===== src/rtl/adder_seq_chunked_if.sv =====
// Operand/result handshake bundle for the chunked sequential add/subtract unit.
// master drives operands and out_ready; slave (the arithmetic unit) drives results and in_ready.
interface adder_seq_chunked_if #(
    parameter int WIDTH = 64
);
    logic             in_valid;
    logic             in_ready;
    logic [WIDTH-1:0] in1;
    logic [WIDTH-1:0] in2;
    logic             cin;
    logic             sub;
    logic             out_valid;
    logic             out_ready;
    logic [WIDTH-1:0] sum;
    logic             cout;
    logic             overflow;

    modport master (
        output in_valid, in1, in2, cin, sub, out_ready,
        input  in_ready, out_valid, sum, cout, overflow
    );

    modport slave (
        input  in_valid, in1, in2, cin, sub, out_ready,
        output in_ready, out_valid, sum, cout, overflow
    );
endinterface


===== src/rtl/adder_seq_chunked.sv =====
// Multi-cycle add/subtract through one CHUNK-bit ripple slice; result valid WIDTH/CHUNK cycles after accept.
// Result is held in DONE until out_ready; in_ready stays low through RUN and DONE.
module adder_seq_chunked #(
    parameter int WIDTH = 64,
    parameter int CHUNK = 8
) (
    input logic                clk,
    input logic                rst_n,
    adder_seq_chunked_if.slave bus
);
    localparam int NCHUNK = WIDTH / CHUNK;
    localparam int IDXW   = (NCHUNK > 1) ? $clog2(NCHUNK) : 1;
    localparam logic [IDXW-1:0] LAST_IDX = IDXW'(NCHUNK - 1);

    typedef enum logic [1:0] {IDLE, RUN, DONE} state_t;

    state_t                       state_q;
    logic [NCHUNK-1:0][CHUNK-1:0] a_q;
    logic [NCHUNK-1:0][CHUNK-1:0] b_q;
    logic [NCHUNK-1:0][CHUNK-1:0] sum_q;
    logic                         carry_q;
    logic [IDXW-1:0]              idx_q;
    logic                         out_valid_q;
    logic                         cout_q;
    logic                         ovf_q;

    logic [CHUNK-1:0] a_c;
    logic [CHUNK-1:0] b_c;
    logic [CHUNK:0]   slice;
    logic             msb_cin;

    // The single ripple slice; carry into the top bit is recovered from the sum bit.
    always_comb begin
        a_c     = a_q[idx_q];
        b_c     = b_q[idx_q];
        slice   = {1'b0, a_c} + {1'b0, b_c} + {{CHUNK{1'b0}}, carry_q};
        msb_cin = a_c[CHUNK-1] ^ b_c[CHUNK-1] ^ slice[CHUNK-1];
    end

    always_ff @(posedge clk or negedge rst_n) begin
        if (!rst_n) begin
            state_q     <= IDLE;
            a_q         <= '0;
            b_q         <= '0;
            sum_q       <= '0;
            carry_q     <= 1'b0;
            idx_q       <= '0;
            out_valid_q <= 1'b0;
            cout_q      <= 1'b0;
            ovf_q       <= 1'b0;
        end else begin
            case (state_q)
                IDLE: begin
                    if (bus.in_valid) begin
                        // Subtract is A + ~B + ~borrow, so invert B and the carry-in here.
                        a_q     <= bus.in1;
                        b_q     <= bus.sub ? ~bus.in2 : bus.in2;
                        carry_q <= bus.cin ^ bus.sub;
                        idx_q   <= '0;
                        state_q <= RUN;
                    end
                end
                RUN: begin
                    sum_q[idx_q] <= slice[CHUNK-1:0];
                    carry_q      <= slice[CHUNK];
                    idx_q        <= idx_q + IDXW'(1);
                    if (idx_q == LAST_IDX) begin
                        cout_q      <= slice[CHUNK];
                        ovf_q       <= msb_cin ^ slice[CHUNK];
                        out_valid_q <= 1'b1;
                        state_q     <= DONE;
                    end
                end
                DONE: begin
                    if (bus.out_ready) begin
                        out_valid_q <= 1'b0;
                        state_q     <= IDLE;
                    end
                end
                default: state_q <= IDLE;
            endcase
        end
    end

    assign bus.in_ready  = (state_q == IDLE);
    assign bus.out_valid = out_valid_q;
    assign bus.sum       = sum_q;
    assign bus.cout      = cout_q;
    assign bus.overflow  = ovf_q;
endmodule


===== src/flat_wrapper.sv =====
// flat-port wrapper written by rule: the top's interface ports become plain ports
module adder_seq_chunked_flat 
#(
    parameter int WIDTH = 64,
    parameter int CHUNK = 8
)
  (clk, rst_n, bus_in_valid, bus_in1, bus_in2, bus_cin, bus_sub, bus_out_ready, bus_in_ready, bus_out_valid, bus_sum, bus_cout, bus_overflow);
  adder_seq_chunked_if #(.WIDTH(WIDTH)) bus_i ();
  input logic clk;
  input logic rst_n;
  input wire logic [$bits(bus_i.in_valid)-1:0] bus_in_valid;
  input wire logic [$bits(bus_i.in1)-1:0] bus_in1;
  input wire logic [$bits(bus_i.in2)-1:0] bus_in2;
  input wire logic [$bits(bus_i.cin)-1:0] bus_cin;
  input wire logic [$bits(bus_i.sub)-1:0] bus_sub;
  input wire logic [$bits(bus_i.out_ready)-1:0] bus_out_ready;
  output wire logic [$bits(bus_i.in_ready)-1:0] bus_in_ready;
  output wire logic [$bits(bus_i.out_valid)-1:0] bus_out_valid;
  output wire logic [$bits(bus_i.sum)-1:0] bus_sum;
  output wire logic [$bits(bus_i.cout)-1:0] bus_cout;
  output wire logic [$bits(bus_i.overflow)-1:0] bus_overflow;
  assign bus_i.in_valid = bus_in_valid;
  assign bus_i.in1 = bus_in1;
  assign bus_i.in2 = bus_in2;
  assign bus_i.cin = bus_cin;
  assign bus_i.sub = bus_sub;
  assign bus_i.out_ready = bus_out_ready;
  assign bus_in_ready = bus_i.in_ready;
  assign bus_out_valid = bus_i.out_valid;
  assign bus_sum = bus_i.sum;
  assign bus_cout = bus_i.cout;
  assign bus_overflow = bus_i.overflow;
  adder_seq_chunked #(.WIDTH(WIDTH), .CHUNK(CHUNK)) u_core (.clk(clk), .rst_n(rst_n), .bus(bus_i));
endmodule

===== config.mk =====
export PLATFORM = sky130hd
export DESIGN_NAME = adder_seq_chunked_flat
export DESIGN_NICKNAME = d
export VERILOG_FILES = /design/src/rtl/adder_seq_chunked_if.sv /design/src/rtl/adder_seq_chunked.sv /design/src/flat_wrapper.sv
export SDC_FILE = /design/constraint.sdc
export NUM_CORES = 1
export LEC_CHECK = 0
export BUFFER_PORTS_ARGS = -buffer_cell sky130_fd_sc_hd__buf_4
export CORE_ASPECT_RATIO = 0.8
export CORE_MARGIN = 3
export CORE_UTILIZATION = 51
export CTS_BUF_LIST = sky130_fd_sc_hd__clkbuf_8
export CTS_CLUSTER_DIAMETER = 60
export CTS_CLUSTER_SIZE = 16
export DETAILED_ROUTE_END_ITERATION = 16
export PLACE_DENSITY = 0.81
export SLEW_MARGIN = 20
export SYNTH_ARGS = -nofsm -noshare
export SYNTH_HDL_FRONTEND = slang
export SYNTH_SLANG_ARGS = --single-unit

===== constraint.sdc =====
create_clock -name clk -period 3.5 [get_ports clk]
set_clock_uncertainty 0.15 [all_clocks]
set_input_delay 0.35 -clock clk [delete_from_list [all_inputs] [get_ports clk]]
set_output_delay 0.35 -clock clk [all_outputs]
set_load 0.01 [all_outputs]

==> flow_metrics.env <==
export IMPL_num_rows=43
export IMPL_cap_violations=0
export IMPL_drv_slew=0
export IMPL_drcViolationCount=0
export IMPL_synthTopCellsByArea="dfrtp_1, nand2_1, mux4_2"
export IMPL_grtUsageMet1_pct=36.80
export IMPL_coreArea_mm2=0.01759
export IMPL_cts_buffer_depth=3
export IMPL_met2_usage_pct=39.25
export IMPL_initial_core_util_pct=52.78
export IMPL_arrival_ps=3590
export IMPL_synth_most_common_cell="nand2_1"
export IMPL_via_per_inst=5.290
export IMPL_cts_buffers=16
export IMPL_postSynth_asyncResetShare_pct=100.0
export IMPL_finalHoldViolCount=0
export IMPL_dpl_hpwl_mm=16.79
export IMPL_clk_latency_ps=510
export IMPL_dr_total_vias=7263
export IMPL_yosysTopAreaCellShare_pct=54.17
export IMPL_slew_headroom_pct=33.16
export IMPL_finalWirelength_mm=24.83
export IMPL_cts_tree="yes"
export IMPL_gp_congestion=0.8761
export IMPL_synthesis_area_mm2=0.009285
export IMPL_antenna_left=0
export IMPL_grt_overflow_total=0
export IMPL_grt_max_degree=115
export IMPL_netlist_instances=861
export IMPL_p_total_mw=12.16
export IMPL_die_w_um=156.9
export IMPL_ir_drop_uv=747.8
export IMPL_tns_ps=0
export IMPL_grt_use_met3_pct=4.673
export IMPL_syn_nets=1006
export IMPL_critPathKind="register to register"
export IMPL_dieArea_mm2=0.01987
export IMPL_grt_first_pass_wirelength_mm=39.19
export IMPL_yosysUniqueCellTypes=36
export IMPL_power_density_mw_per_mm2=987.3
export IMPL_ys_seq_area_share_pct=54.17
export IMPL_num_nets_final=1290
export IMPL_fmax_mhz=297.6
export IMPL_die_h_um=126.7
export IMPL_endpoint_kind="register"
export IMPL_ctsRootBufferMaster="clkbuf_8"
export IMPL_grt_busiest_layer="met2"
export IMPL_hold_class="primary input to register"
export IMPL_cts_sink_count=201
export IMPL_postCtsSetupRepairBufs=0
export IMPL_ys_flop_type="dfrtp_1"
export IMPL_grt_use_total_pct=24.84
export IMPL_p_leak_nw=5.871
export IMPL_n_antenna_cell=0
export IMPL_setup_violations=0
export IMPL_wl_per_cell_um=18.08
export IMPL_hold_slack_ps=8.836
export IMPL_avgSynthCellArea_um2=10.78
export IMPL_worstPathMaxFanout=5
export IMPL_max_slew_worst_pin_slew_ps=1003
export IMPL_drt_iter0_markers=535
export IMPL_h_tree_depth=1
export IMPL_path_clk_slew_ps=100
export IMPL_crit_required_ps=3730
export IMPL_startpoint_type="register"
export IMPL_port_buffers=201
export IMPL_pin_count=202
export IMPL_final_min_clock_period_ps=3361
export IMPL_synth_edf_count=0
export IMPL_drive_gt1_share_pct=29.18
export IMPL_antenna_found_initial=0
export IMPL_synth_common_cells="nand2_1, dfrtp_1, o21ai_0"
export IMPL_rsz0062_at_grt="true"
export IMPL_yosysTopAreaCell="dfrtp_1"
export IMPL_area_growth_pct=32.69
export IMPL_dr_pass1_iters=5
export IMPL_outcome="complete, no violations"
export IMPL_synth_warnings=0
export IMPL_grt_pass1_vias=7376
export IMPL_period_share_pct=96.02
export IMPL_synth_seq_cells=201
[sequential cells by signal, summed over array words and instances, names as in the netlist, 2 cells and up]
name,count
u_core.a_q,64
u_core.idx_q,3
u_core.state_q,2
u_core.b_q,64
u_core.bus.sum,64
[metal layers]
layer | up-vias | wire [µm]
met5 | - | 0
met4 | 0 | 454
met3 | 38 | 1690
met2 | 279 | 11670
met1 | 3525 | 11010
li1 | 3421 | -
[path summary, 6_finish.rpt]
| kind | depth (start not counted) | startpoint | slack (ps) | endpoint |
|---|---|---|---|---|
| worst max-delay path | 9 | u_core.idx_q[1] | 140 | u_core.bus.sum[38] |
| worst min-delay path | 3 | bus_in2[8] | 9 | u_core.b_q[8] |
| worst max register to register | 9 | u_core.idx_q[1] | 140 | u_core.bus.sum[38] |
| worst min register to register | 2 | u_core.a_q[19] | 330 | u_core.a_q[19] |
| max in group asynchronous | 3 | rst_n | 1920 | u_core.bus.sum[33] |
| min in group asynchronous | 2 | rst_n | 330 | u_core.b_q[13] |
[per-stage QoR]
step | utilization [%] | cells | setup slack [ps] | instance area, µm²
6_report | 70.03 | 1373 | 139.4 | 12320
5_1_grt | 70.03 | 1373 | -31.05 | 12320
4_1_cts | 69.77 | 1373 | 4.585 | 12270
3_5_place_dp | 62.54 | 1251 | 4.794 | 11000
3_3_place_gp | 62.54 | 1251 | 150.6 | 11000
2_1_floorplan | - | 861 | 19.91 | 9288
[cells by family after synthesis]
kind of cell               share of synthesized area, %
muxes                                             13.83
and+or+nand+nor                                   13.72
buffers and inverters                             2.735
adders and majority gates                         1.644
AOI/OAI and AO/OA                                 6.751
xor gates and xnor gates                          7.155
DFF                                               54.17
[layout by cell type (no fill, tap or decap), types with 3 or more instances in the layout]
master and n:
dfrtp_1 199, mux2_2 50, buf_4 214, xnor2_1 69, xor2_1 3, dlygate4sd3_1 101, ha_1 9, a21o_1 3
o21ai_0 94, clkbuf_8 18, a21oi_1 13, nand3b_1 3, mux4_2 32, inv_1 4, nand2_1 291, nand3_1 4
nor2_1 11
[what timing repair did]
action | in CTS | in global routing
hold endpoints to repair | 190 | 0
setup endpoints to repair | 3 | 24
hold buffers | 101 | 0
pin swaps | 0 | 1
gates resized for setup | 1 | 7
[power by group]
| group | switching [mW] | internal, mW |
|---|---|---|
| Clock | 0.728 | 0.446 |
| Sequential | 0.697 | 3.44 |
| Combinational | 3.78 | 3.07 |
| Total | 5.20 | 6.96 |
[worst max-delay path: stages (launching register included)]
cell and delay [ps]:
dfrtp_2 440, mux4_2 510, mux2_2 310, fa_1 460, fa_1 430, nand3_1 110, nand2_1 150, a31oi_4 250
xor2_2 270, o21ai_0 140
[layout make-up]
class	count	area (µm²)
fillers	1241	5273
flip-flops and latches	201	5032
multi-input cells	605	4056
repair buffers	320	2694
well taps	225	281.5
clock buffers	17	234.0
clock inverters	4	18.77
inverters	1	3.754
Power figures use the tool's default switching activity.
